--- config.mk ---
export PLATFORM = sky130hd
export DESIGN_NAME = ras_ckpt
export DESIGN_NICKNAME = d
export VERILOG_FILES = /design/src/rtl/core_types_pkg.sv /design/src/rtl/ras_ckpt.sv
export SDC_FILE = /design/constraint.sdc
export NUM_CORES = 1
export LEC_CHECK = 0
export CORE_ASPECT_RATIO = 1.4
export CORE_MARGIN = 3
export CORE_UTILIZATION = 55
export DETAILED_ROUTE_END_ITERATION = 6
export PLACE_DENSITY = 0.75
export SYNTH_ARGS = -nofsm -noshare
export SYNTH_HDL_FRONTEND = slang
export SYNTH_SLANG_ARGS = --single-unit
--- constraint.sdc ---
create_clock -name CLK -period 3.7 [get_ports CLK]
set_input_delay 0.74 -clock CLK [delete_from_list [all_inputs] [get_ports CLK]]
set_output_delay 0.74 -clock CLK [all_outputs]
set_load 0.02 [all_outputs]
--- src/rtl/core_types_pkg.sv ---
// Shared front-end constants and types for the return address stack.
package core_types_pkg;

  localparam int RAS_ENTRIES      = 8;
  localparam int LOG_RAS_ENTRIES  = $clog2(RAS_ENTRIES);
  localparam int RAS_TARGET_WIDTH = 31;

  typedef logic [RAS_TARGET_WIDTH-1:0] ras_target_t;

  // Checkpoint carried down the pipe with each prediction so execute can
  // rewind the stack on a mispredict.
  typedef struct packed {
    logic [LOG_RAS_ENTRIES-1:0] index;
    logic [LOG_RAS_ENTRIES:0]   count;
  } ras_ckpt_t;

endpackage

--- src/rtl/ras_ckpt.sv ---
// Parametrised return address stack with checkpoint/restore.
// A circular entry array is addressed by a TOS pointer. A saturating occupancy
// count tracks how many entries are valid. Reads of TOS are zero-latency.
module ras_ckpt #(
  parameter int RAS_ENTRIES      = core_types_pkg::RAS_ENTRIES,
  parameter int RAS_TARGET_WIDTH = core_types_pkg::RAS_TARGET_WIDTH,
  parameter int LOG_RAS_ENTRIES  = $clog2(RAS_ENTRIES)
) (
  input  logic                        CLK,
  input  logic                        nRST,
  input  logic                        push_valid,
  input  logic [RAS_TARGET_WIDTH-1:0] push_target,
  input  logic                        pop_valid,
  output logic [RAS_TARGET_WIDTH-1:0] pop_target,
  output logic                        pop_hit,
  output logic [LOG_RAS_ENTRIES-1:0]  ckpt_index,
  output logic [LOG_RAS_ENTRIES:0]    ckpt_count,
  input  logic                        restore_valid,
  input  logic [LOG_RAS_ENTRIES-1:0]  restore_index,
  input  logic [LOG_RAS_ENTRIES:0]    restore_count
);
  import core_types_pkg::*;

  localparam int CNT_W = LOG_RAS_ENTRIES + 1;
  localparam logic [CNT_W-1:0] FULL_CNT = CNT_W'(RAS_ENTRIES);

  // Pointer wrap relies on the natural pointer width, so depth must be 2^n.
  if (RAS_ENTRIES < 2 || (1 << LOG_RAS_ENTRIES) != RAS_ENTRIES) begin : g_bad_depth
    $error("ras_ckpt: RAS_ENTRIES must be a power of two and >= 2");
  end

  logic [RAS_TARGET_WIDTH-1:0] entries_q [RAS_ENTRIES];
  logic [LOG_RAS_ENTRIES-1:0]  ptr_q, ptr_d;
  logic [CNT_W-1:0]            count_q, count_d;

  // Single write port into the entry array.
  logic                        wr_en;
  logic [LOG_RAS_ENTRIES-1:0]  wr_addr;

  // Next-state selection: restore wins over push/pop; push+pop replaces TOS.
  always_comb begin
    ptr_d   = ptr_q;
    count_d = count_q;
    wr_en   = 1'b0;
    wr_addr = ptr_q;
    if (restore_valid) begin
      ptr_d   = restore_index;
      count_d = restore_count;
    end else if (push_valid && pop_valid) begin
      // Coroutine-style replace: overwrite TOS in place, pointer unchanged.
      wr_en   = 1'b1;
      wr_addr = ptr_q;
      count_d = (count_q == '0) ? CNT_W'(1) : count_q;
    end else if (push_valid) begin
      // Overflow silently wraps over the oldest entry; count saturates.
      ptr_d   = ptr_q + 1'b1;
      wr_en   = 1'b1;
      wr_addr = ptr_q + 1'b1;
      count_d = (count_q == FULL_CNT) ? FULL_CNT : count_q + 1'b1;
    end else if (pop_valid && (count_q != '0)) begin
      // Underflowing pops leave state untouched; pop_hit flags them.
      ptr_d   = ptr_q - 1'b1;
      count_d = count_q - 1'b1;
    end
  end

  // Pointer and occupancy registers.
  always_ff @(posedge CLK) begin
    if (!nRST) begin
      ptr_q   <= '0;
      count_q <= '0;
    end else begin
      ptr_q   <= ptr_d;
      count_q <= count_d;
    end
  end

  // Entry array: cleared on reset, otherwise one write per cycle.
  always_ff @(posedge CLK) begin
    if (!nRST) begin
      for (int i = 0; i < RAS_ENTRIES; i++) begin
        entries_q[i] <= '0;
      end
    end else if (wr_en) begin
      entries_q[wr_addr] <= push_target;
    end
  end

  assign pop_target = entries_q[ptr_q];
  assign pop_hit    = (count_q != '0);
  assign ckpt_index = ptr_q;
  assign ckpt_count = count_q;

  // A checkpoint can never record more entries than the stack holds.
  a_restore_count_legal : assert property (
    @(posedge CLK) disable iff (!nRST) restore_valid |-> (restore_count <= FULL_CNT)
  );

endmodule

Yosys cells after proc, flatten, opt, wreduce, memory -nomap -nowiden --
Memory sizes are Yosys's and may differ from the RTL's. A register that Yosys moved wholly into a read port is not among the register bits. Cells that the tools add are included.
Cells by class: multiplexer cells 25, reduce and logical (&&, ||, !) cells 9, $add $sub $neg 4, equal/unequal tests 3
Operators by type and width (count):
- $mux W31 | 1
- $reduce_or A31 Y1 | 1
- $mux W3 | 10
- $mux W4 | 6
- $mux W1 | 8
- $reduce_bool A4 Y1 | 2
- $add A4 B1 Y4 const B | 1
- $eq A4 B4 Y1 const B | 1
- $logic_not A4 Y1 | 1
- $reduce_and A2 Y1 | 2
- $sub A4 B1 Y4 const B | 1
- $add A3 B1 Y3 const B | 1
- $ne A3 B2 Y1 const B | 1
- $reduce_bool A3 Y1 | 1
- $sub A3 B1 Y3 const B | 1
- $logic_and A1 B1 Y1 | 2
- $ne A2 B2 Y1 const B | 1
Word-level totals: RAM bits 248, flip-flop bits (word level) 7, word-level logic and storage cells 44, memories 1, input bits 43, output and inout port bits 39
Memories:
- entries_q | words 8, width 31, rd ports 1, clocked after Yosys merged registers in 1, wr ports 8, RTL line ras_ckpt.sv:32 | logic [RAS_TARGET_WIDTH-1:0] entries_q [RAS_ENTRIES];

Logic depth before layout (Yosys ltp) --
depth in word-level cells 8, mapped depth 8, gate-level depth less buffers 6

Least setup slack after synthesis --
No wires, ideal clock.
kind input -> register, start input port push_valid, end memory entries_q[3][0], enable pin, arrival time 2.821 ns, data required time 3.307 ns, stages 7, setup slack 0.486 ns, buffers on the path 1, setup time 0.393 ns, cells stage by stage clkbuf_1 -> inv_1 -> ha_1 -> mux2i_1 -> nand3b_1 -> nor3_2 -> nand2b_1
RTL lines:
- start: declaration | RTL line ras_ckpt.sv:11 | input logic push_valid,
- end: declaration | RTL line ras_ckpt.sv:32

==> flow_summary.yaml <==
sta:
  whs_ps: 569
  tightest_slew_ps: 614
  period_share_pct: 95.2
  finalSetupViolCount: 0
  final.min_clock_period_ps: 3520
  rsz0062_at_grt: "false"
  finalClockSkew_ps: 5.30
  timing.fmax_ghz: 0.284
  tns_ps: 0
  finalHoldViolations: 0
  drv_slew: 0
  worst_slack_ps: 178
  slew_headroom_pct: 59.0
synthesis:
  yosysSeqAreaShare_pct: 64.4
  ys_dominant_reg_cell: "edfxtp_1"
  synth_nets: 786
  syn_avg_cell_area_um2: 16.1
  yosysWarnings: 0
  async_flop_share_pct: 0
  syn-instance-count: 737
  ys_seq_elements: 258
  synthDistinctLibCells: 49
  synth-edff-count: 248
  synthesis.area_um2: 11900
run_status:
  status: "complete, no violations"
final_layout:
  layout_common_cells: "and2_1 (248), edfxtp_1 (248), clkdlybuf4s50_1 (81)"
  n_fill_cell: 1437
  n_antenna_cell: 0
  drive_above_1_share_pct: 21.7
  areaGrowthSynthToFinish_pct: 17.7
  final_util_pct: 65.9
  num-nets-final: 883
global_routing:
  antenna_found_initial: 0
  grt_use_total_pct: 22.6
  grt_pass1_vias: 7113
  grt_pass1_wl_um: 40500
  grt_overflow: 0
  grt_max_degree: 32
worst_setup_path:
  slowest_stage: "dfxtp_4"
  criticalPathCategory: "flip-flop to primary output"
  arrival_ps: 2780
  cp-start-kind: "flip-flop"
  path_buf_inv: 2
  required_ps: 2960
  crit_chain: "buf_12 -> mux4_2 -> mux2_2 -> clkdlybuf4s50_1"
  crit_fanout: 18
  crit_family: "multiplexers"
  crit_path_max_incr_delay_ps: 610
  endpoint_kind: "primary output"
power:
  p_comb_share_pct: 12.0
  sequentialPowerShare_pct: 49.5
  p_int_w: 0.00535
  p_switching_w: 0.00151
  leakage_nw: 5.10
  pwr-share-clk_pct: 38.5
  vdd_drop_max_mv: 0.444
  powerDensity_nw_per_um2: 491
  p_sw_share_pct: 22.0
floorplanning:
  row_count: 63
  start_util_pct: 56.0
  die_w_um: 130
  num_io_pins: 82
  die_area_um2: 23400
  coreArea_um2: 21200
  die_h_um: 180
placed_design:
  dpl.hpwl_um: 16000
  gp_congestion: 0.814
  pre_cts_ws_ps: 353
  numPortBuffers: 81
clocking:
  postCtsHoldBufs: 0
  clk_pin_slew_ps: 60
  post_cts_buffers: 0
  cts_resized: 0
  clock_latency_ps: 500
  cts_root_buf: "clkbuf_16"
  htreeDepth: 1
  cts_buffers: 25
  clock-sinks: 258
  cts_buffer_depth: 3
  cts_tree: "done"
route:
  drtAntennaViolNets: 0
  viasPerCell: 5.90
  drt_wl_total_um: 25500
  num_vias: 6563
  wl_per_cell_um: 23.0
  drc: 0
  dr.pass1.iters: 5
  drt_iter0_drc: 440
job:
  cap_violations: 0
min_path:
  hold_class: "flip-flop to flip-flop"
-- metal layers --
| metal | up-vias | track usage, % | wire length (um) |
|---|---|---|---|
| met5 | - | 0 | 0 |
| met4 | 0 | 4.58 | 407 |
| met3 | 36 | 3.24 | 1330 |
| met2 | 213 | 40.0 | 13800 |
| met1 | 3381 | 29.6 | 9990 |
| li1 | 2933 | - | - |
-- power by group through the flow --
stage | Combinational [W] | Sequential [W] | Clock, W
4_1_cts | 0.000829 | 0.00339 | 0.00268
5_1_grt | 0.000876 | 0.00340 | 0.00279
3_3_place_gp | 0.000812 | 0.00344 | 0
2_1_floorplan | 0.000486 | 0.00343 | 0
6_report | 0.000821 | 0.00339 | 0.00264
3_5_place_dp | 0.000824 | 0.00346 | 0
-- worst register-to-register path: stages, from the launching register on --
cell	delay (ps)
dfxtp_1	420
inv_1	110
ha_1	290
mux2i_1	80
nand3b_1	310
nor3_2	270
nand2b_1	160
buf_4	350
-- worst paths after layout --
path,depth (start not counted),slack [ps],endpoint,from
worst max register to register,7,1360,entries_q[3][12],ckpt_index[0]
worst max-delay path,4,180,pop_target[10],flip-flop
worst min register to register,2,570,ckpt_count[1],ckpt_count[1]
worst min-delay path,2,570,ckpt_count[1],ckpt_count[1]
-- registers in the layout (all words and copies together), names as in the netlist, named ones only --
register,count
entries_q,248
ckpt_index,3
ckpt_count,4
-- logic make-up (layout without fill, tap and decap cells) --
| group | after synthesis | count (layout) | share of synthesized area [%] |
|---|---|---|---|
| multiplexers | 97 | 97 | 15.1 |
| AND/OR/NAND/NOR | 289 | 289 | 15.6 |
| flip-flops | 258 | 258 | 64.4 |
| XOR/XNOR | 2 | 2 | 0.274 |
| buffers and inverters | 56 | 171 | 2.16 |
| adder cells (fa/ha/maj) | 6 | 6 | 0.632 |
| AO/OA/AOI/OAI | 29 | 29 | 1.89 |
-- metrics by stage --
| step | area (um2) | cells | total power, W |
|---|---|---|---|
| floorplan | 11900 | 737 | 0.00391 |
| global placement | 13100 | 1067 | 0.00426 |
| detailed placement | 13100 | 1067 | 0.00428 |
| CTS | 14000 | 1112 | 0.00690 |
| global route | 14000 | 1112 | 0.00707 |
| finish | 14000 | 1112 | 0.00685 |
-- cell usage after synthesis, types with 2 or more instances --
| library cell | count | area, um2 |
|---|---|---|
| nand4_1 | 2 | 12.5 |
| nor2_1 | 2 | 7.51 |
| nand2b_1 | 9 | 56.3 |
| mux2i_1 | 2 | 20.0 |
| and3_1 | 2 | 12.5 |
| a21o_1 | 2 | 15.0 |
| a21boi_0 | 2 | 15.0 |
| a211o_1 | 2 | 17.5 |
| nor3_2 | 8 | 80.1 |
| mux4_2 | 62 | 1400 |
| ha_1 | 6 | 75.1 |
| clkbuf_1 | 13 | 48.8 |
| nor2b_1 | 3 | 18.8 |
| clkbuf_2 | 24 | 120 |
| mux2_2 | 33 | 372 |
| edfxtp_1 | 248 | 7450 |
| nand2_1 | 3 | 11.3 |
| a21oi_1 | 9 | 45.0 |
| buf_2 | 7 | 35.0 |
| and2_1 | 248 | 1550 |
| dfxtp_1 | 10 | 200 |
| inv_1 | 10 | 37.5 |
| o211ai_1 | 2 | 15.0 |
| nand3_1 | 3 | 15.0 |
-- final cells by class --
type	count	area (um2)	share of cell area [%]
Sequential cell	258	7650	54.8
Multi-Input combinational cell	423	3970	28.4
Timing Repair Buffer	116	1120	8.04
Clock buffer	32	702	5.02
Tap cell	260	325	2.33
Clock inverter	13	160	1.15
Inverter	10	37.5	0.269
No activity file was read; power rests on OpenSTA's default activity.
